<file path="src/rtl/fft_pair_demux.sv">
// -----------------------------------------------------------------------------
// fft_pair_demux
// Streaming radix-2 pair former. It takes one complex sample per accepted beat
// and emits butterfly operand pairs (x[j], x[j+S]) for each group of 2*S samples.
// The twiddle that arrives alongside x[j+S] is carried out with the pair.
// S = 2^stride_log2 is latched at each group start and clamped to MAX_STRIDE_LOG2.
//
// Optional feature: define FFT_PAIR_DEMUX_ERR_EN to add err_o. err_o is a sticky
// flag for stride misuse: a stride change inside a group, or an out-of-range
// stride at a latch point.
//
// Ports:
//   clk, rst_n            clock, asynchronous active-low reset
//   clr                   synchronous clear of group position and output register
//   stride_log2           requested log2 stride (clamped)
//   in_valid / in_ready   input handshake
//   re_i, im_i            input sample
//   cos_i, sin_i          twiddle, used on second-half beats only
//   out_valid / out_ready output handshake (single-entry output register)
//   re_o1, im_o1          first operand x[j]
//   re_o2, im_o2          second operand x[j+S]
//   cos_o, sin_o          twiddle captured with x[j+S]
//   out_idx               pair index j within the group
//   out_last              final pair of the group (j = S-1)
//   err_o                 sticky stride error (FFT_PAIR_DEMUX_ERR_EN only)
// -----------------------------------------------------------------------------
module fft_pair_demux #(
    parameter int unsigned BIT_WIDTH       = 16,
    parameter int unsigned TW_WIDTH        = 14,
    parameter int unsigned MAX_STRIDE_LOG2 = 4
) (
    input  logic                                   clk,
    input  logic                                   rst_n,
    input  logic                                   clr,
    input  logic [$clog2(MAX_STRIDE_LOG2+1)-1:0]   stride_log2,
    input  logic                                   in_valid,
    output logic                                   in_ready,
    input  logic [BIT_WIDTH-1:0]                   re_i,
    input  logic [BIT_WIDTH-1:0]                   im_i,
    input  logic [TW_WIDTH-1:0]                    cos_i,
    input  logic [TW_WIDTH-1:0]                    sin_i,
    output logic                                   out_valid,
    input  logic                                   out_ready,
    output logic [BIT_WIDTH-1:0]                   re_o1,
    output logic [BIT_WIDTH-1:0]                   im_o1,
    output logic [BIT_WIDTH-1:0]                   re_o2,
    output logic [BIT_WIDTH-1:0]                   im_o2,
    output logic [TW_WIDTH-1:0]                    cos_o,
    output logic [TW_WIDTH-1:0]                    sin_o,
    output logic [MAX_STRIDE_LOG2-1:0]             out_idx,
    output logic                                   out_last
`ifdef FFT_PAIR_DEMUX_ERR_EN
    ,
    output logic                                   err_o
`endif
);

    localparam int unsigned SLW   = $clog2(MAX_STRIDE_LOG2 + 1);
    localparam int unsigned PW    = MAX_STRIDE_LOG2;
    localparam int unsigned PW1   = PW + 1;
    localparam int unsigned DEPTH = 1 << MAX_STRIDE_LOG2;
    localparam int unsigned DW    = 2 * BIT_WIDTH;

    typedef enum logic {
        FILL = 1'b0,
        PAIR = 1'b1
    } state_t;

    state_t             state;
    logic [PW-1:0]      pos;
    logic [SLW-1:0]     act_log2;
    logic [DW-1:0]      mem_q [DEPTH];

    logic [SLW-1:0]     stride_clamped_c;
    logic               accept_c;
    logic               group_start_c;
    logic [SLW-1:0]     eff_log2_c;
    logic [PW1-1:0]     span_c;
    logic [PW-1:0]      last_pos_c;
    logic               pos_last_c;
    logic [DW-1:0]      mem_rd_c;

    // Requested stride, clamped to the buffer capacity
    assign stride_clamped_c = (stride_log2 > SLW'(MAX_STRIDE_LOG2)) ?
                              SLW'(MAX_STRIDE_LOG2) : stride_log2;

    // FILL never stalls; PAIR stalls only when a pending pair cannot leave
    assign in_ready      = (state == FILL) || !out_valid || out_ready;
    assign accept_c      = in_valid && in_ready;
    assign group_start_c = (state == FILL) && (pos == '0);

    // The group-start beat already belongs to the newly latched stride
    assign eff_log2_c = group_start_c ? stride_clamped_c : act_log2;
    assign span_c     = PW1'(1) << eff_log2_c;
    assign last_pos_c = PW'(span_c - PW1'(1));
    assign pos_last_c = (pos == last_pos_c);
    assign mem_rd_c   = mem_q[pos];

    // First-half sample store; contents need no reset
    always_ff @(posedge clk) begin
        if (accept_c && (state == FILL) && !clr) begin
            mem_q[pos] <= {re_i, im_i};
        end
    end

    // Group sequencing and the single-entry output register
    always_ff @(posedge clk or negedge rst_n) begin
        if (!rst_n) begin
            state     <= FILL;
            pos       <= '0;
            act_log2  <= '0;
            out_valid <= 1'b0;
            re_o1     <= '0;
            im_o1     <= '0;
            re_o2     <= '0;
            im_o2     <= '0;
            cos_o     <= '0;
            sin_o     <= '0;
            out_idx   <= '0;
            out_last  <= 1'b0;
        end else if (clr) begin
            state     <= FILL;
            pos       <= '0;
            out_valid <= 1'b0;
            re_o1     <= '0;
            im_o1     <= '0;
            re_o2     <= '0;
            im_o2     <= '0;
            cos_o     <= '0;
            sin_o     <= '0;
            out_idx   <= '0;
            out_last  <= 1'b0;
        end else begin
            if (accept_c) begin
                if (group_start_c) begin
                    act_log2 <= stride_clamped_c;
                end
                if (pos_last_c) begin
                    pos   <= '0;
                    state <= (state == FILL) ? PAIR : FILL;
                end else begin
                    pos <= pos + PW'(1);
                end
            end

            if (accept_c && (state == PAIR)) begin
                re_o1     <= mem_rd_c[DW-1:BIT_WIDTH];
                im_o1     <= mem_rd_c[BIT_WIDTH-1:0];
                re_o2     <= re_i;
                im_o2     <= im_i;
                cos_o     <= cos_i;
                sin_o     <= sin_i;
                out_idx   <= pos;
                out_last  <= pos_last_c;
                out_valid <= 1'b1;
            end else if (out_ready) begin
                out_valid <= 1'b0;
            end
        end
    end

`ifdef FFT_PAIR_DEMUX_ERR_EN
    // Sticky stride-misuse flag
    always_ff @(posedge clk or negedge rst_n) begin
        if (!rst_n) begin
            err_o <= 1'b0;
        end else if (clr) begin
            err_o <= 1'b0;
        end else if (accept_c) begin
            if (group_start_c) begin
                if (stride_log2 > SLW'(MAX_STRIDE_LOG2)) begin
                    err_o <= 1'b1;
                end
            end else if (stride_clamped_c != act_log2) begin
                err_o <= 1'b1;
            end
        end
    end
`endif

endmodule

</file>
<file path="config.mk">
export PLATFORM = sky130hd
export DESIGN_NAME = fft_pair_demux
export DESIGN_NICKNAME = d
export VERILOG_FILES = /design/src/rtl/fft_pair_demux.sv
export SDC_FILE = /design/constraint.sdc
export NUM_CORES = 1
export LEC_CHECK = 0
export CAP_MARGIN = 20
export CORE_MARGIN = 8
export CORE_UTILIZATION = 44
export CTS_CLUSTER_SIZE = 25
export DETAILED_ROUTE_END_ITERATION = 6
export PLACE_DENSITY = 0.66
export SYNTH_ARGS = -nofsm -noshare
export SYNTH_HDL_FRONTEND = slang
export SYNTH_SLANG_ARGS = --single-unit
export TNS_END_PERCENT = 100
</file>
<file path="constraint.sdc">
create_clock -name clk -period 4.45 [get_ports clk]
set_input_delay 0.89 -clock clk [delete_from_list [all_inputs] [get_ports clk]]
set_output_delay 0.89 -clock clk [all_outputs]
set_load 0.02 [all_outputs]
</file>
==> results.json <==
{
  "antenna_found_initial": 0,
  "reg2reg_slack_ns": 1.24,
  "static-leakage-power_uw": 0.009223,
  "cp-start-kind": "flip-flop",
  "syn-cell-area_mm2": 0.02338,
  "portBuffers": 166,
  "antenna_left": 0,
  "skew_ns": 0.02039,
  "ys_async_sr_fraction_pct": 17.15,
  "clk_latency_ns": 0.63,
  "slew_violations": 0,
  "crit_start": "pos[0]",
  "fmax_mhz": 311.3,
  "synth_fp_nets": 1097,
  "drc": 0,
  "drive_above_1_share_pct": 24.14,
  "rsz0062_at_grt": "false",
  "ys_ff_latch": 618,
  "grtUsageTotal_pct": 16.50,
  "fillers": 4007,
  "seq_area_frac_synth_pct": 77.09,
  "viasPerCell": 5.614,
  "antenna_cells": 0,
  "path_max_fanout": 29,
  "ctsHoldBuffers": 0,
  "crit_end": "state",
  "synthCells": 1024,
  "min_path_type": "in -> async",
  "cts_tree": "done",
  "fin_util_pct": 53.15,
  "via_count": 11000,
  "synthMuxAreaShare_pct": 15.63,
  "yosysTopAreaCell": "edfxtp_1",
  "die_w_um": 246.5,
  "syn2layout_area_growth_pct": 19.46,
  "slew_headroom_pct": 37.34,
  "wl_per_cell_um": 25.55,
  "cts-htree-levels": 2,
  "grt_pass1_wl_mm": 75.93,
  "place_worst_setup_slack_ns": 1.026,
  "synth.most_common_cell": "edfxtp_1",
  "grt_pass1_vias": 11670,
  "nets": 1294,
  "slowest_stage": "dfrtp_4",
  "powerDensity_mw_per_mm2": 435.1,
  "synth_flop_cell": "edfxtp_1",
  "post-route-min-period_ns": 3.212,
  "dpl_cell_area_mm2": 0.02599,
  "fin_crit_sh_pct": 72.18,
  "tns_ns": 0,
  "ys.warnings.count": 0,
  "start_util_pct": 44.50,
  "max_slew.worst_pin.slew_ns": 0.9399,
  "synth-simple-area-share_pct": 1.391,
  "die-area_mm2": 0.06078,
  "fin_area_mm2": 0.02793,
  "synth_enable_flop_cells": 512,
  "maxCapViolations": 0,
  "grt_max_degree": 134,
  "rows": 84,
  "finalHoldViolCount": 0,
  "avgSynthCellArea_um2": 22.84,
  "finalSetupViolations": 0,
  "cts-root-buf": "clkbuf_16",
  "ios": 167,
  "core-area_mm2": 0.05255,
  "synth_top_family_by_area": "multiplexers",
  "postCtsSetupBuffers": 0,
  "die_y_um": 246.5,
  "cts.sinks": 618,
  "cts_resized": 0,
  "ys_top_cells_by_count": "edfxtp_1, mux4_2, dfrtp_1",
  "reg2reg_depth": 10,
  "cp.arrival_ns": 3.72,
  "clkTransAtPathRegs_ns": 0.07,
  "setup_slack_ns": 1.238,
  "hpwlAfterDp_mm": 29.07,
  "grt_overflow_total": 0,
  "max-clock-path-buffers": 3,
  "critPathKind": "reg -> reg",
  "timing.rr.end": "state",
  "ir_drop_mv": 0.2956,
  "path_cells": "inv_1 > ha_1 > nor4b_4 > mux2i_1 > ha_1 > xor2_1 > nand2_1 > mux2i_1 > nand4_1 > mux2_1",
  "yosysTopAreaCellShare_pct": 65.75,
  "status": "finished, final reports clean",
  "synth_compound_area_share_pct": 3.917,
  "wl_mm": 50.07,
  "numCtsBuffers": 60,
  "cp-end-kind": "flip-flop",
  "cpPeakStageDelay_ns": 0.69,
  "synth_cell_types": 39,
  "dr.pass1.iters": 6,
  "synthXorXnorAreaFrac_pct": 0.1124,
  "reg2reg_from": "pos[0]",
  "synth-adder-area-share_pct": 0.2675,
  "netlist_top_cells_area": "edfxtp_1, mux4_2, dfrtp_1",
  "first_iter_violations": 908,
  "gp_congestion": 0.7255,
  "required_ns": 4.95
}
stage by stage:
| step | instances | hold slack [ns] | total power (µW) |
|---|---|---|---|
| 4_1_cts | 1960 | 0.3319 | 12290 |
| 3_3_place_gp | 1847 | 0.4816 | 7302 |
| 3_5_place_dp | 1847 | 0.4810 | 7314 |
| 2_1_floorplan | 1024 | 0.4871 | 6997 |
| 6_report | 1960 | 0.2867 | 12150 |
| 5_1_grt | 1960 | 0.3274 | 12580 |
worst min-delay path by stage:
stage	startpoint	endpoint	slack, ns	depth (start not counted)
after global routing	rst_n	sin_o[2]	0.33	1
after global placement	re_o2[7]	re_o2[7]	0.48	1
after detailed placement	re_o2[0]	re_o2[0]	0.48	1
after CTS	rst_n	sin_o[2]	0.33	1
after floorplan	act_log2[1]	act_log2[1]	0.49	2
final	rst_n	sin_o[2]	0.29	1
area by class of cell:
| cell class | instances | area (µm²) | share of cell area (%) |
|---|---|---|---|
| multi-input cells | 339 | 5106 | 18.28 |
| clock inverters | 34 | 317.8 | 1.138 |
| well taps | 688 | 860.8 | 3.082 |
| repair buffers | 199 | 1973 | 7.064 |
| flip-flops and latches | 618 | 18040 | 64.58 |
| inverters | 3 | 11.26 | 0.04031 |
| clock buffers | 79 | 1624 | 5.814 |
critical path: cells and delay by family, from the launching register on:
kind	cells	cell delay (ns)
flip-flops	1	0.69
multiplexers	3	0.89
buffers and inverters	1	0.19
AND/OR/NAND/NOR	3	0.63
XOR/XNOR	1	0.17
adder cells (fa/ha/maj)	2	0.53
state kept, by name, summed over array words and instances, names as in the netlist:
name	cells
act_log2	3
im_o1	16
out_idx	4
sin_o	14
cos_o	14
out_last	1
state	1
out_valid	1
im_o2	16
pos	4
re_o2	16
re_o1	16
mem_q	512
where the power goes:
part           internal, µW  leakage, µW  switching [µW]
sequential             6330      0.00608            41.0
clock                  2820     0.000948            2150
combinational           391      0.00219             415
total                  9540      0.00922            2610
cells by family (layout without fill, tap and decap cells):
| group | count (synthesis) | in the layout |
|---|---|---|
| AO/OA/AOI/OAI | 107 | 107 |
| XOR/XNOR | 3 | 3 |
| adder cells (fa/ha/maj) | 5 | 5 |
| buffers and inverters | 67 | 315 |
| flip-flops | 618 | 618 |
| multiplexers | 165 | 165 |
| AND/OR/NAND/NOR | 59 | 59 |
layout by cell type, fill, tap and decap left out, types with 2 or more instances in the layout:
master	n
a21oi_1	2
a22o_1	97
and3_1	2
buf_12	5
buf_4	28
bufinv_16	4
clkbuf_1	15
clkbuf_16	61
clkbuf_8	3
clkdlybuf4s50_1	165
clkinv_1	9
clkinv_2	11
clkinv_4	2
clkinvlp_4	3
dfrtp_1	102
dfrtp_4	3
edfxtp_1	512
ha_1	5
inv_1	2
inv_16	2
inv_6	2
mux2_1	2
mux2i_1	3
mux4_2	160
nand2_1	11
nand2b_1	6
nand3_1	2
nand3b_1	2
nor2_1	5
nor2_4	13
nor3_1	3
nor3_2	3
nor3b_1	3
nor4b_1	2
o21ai_0	3
xnor2_1	2
per-layer routing:
metal,up-vias,share of wire [%],track usage (%)
met5,-,0,0
met4,0,1.3,3.516
met3,56,5.4,3.585
met2,285,50,26.77
met1,5929,43,22.96
li1,4733,-,-
No activity file was read; power rests on OpenSTA's default activity.
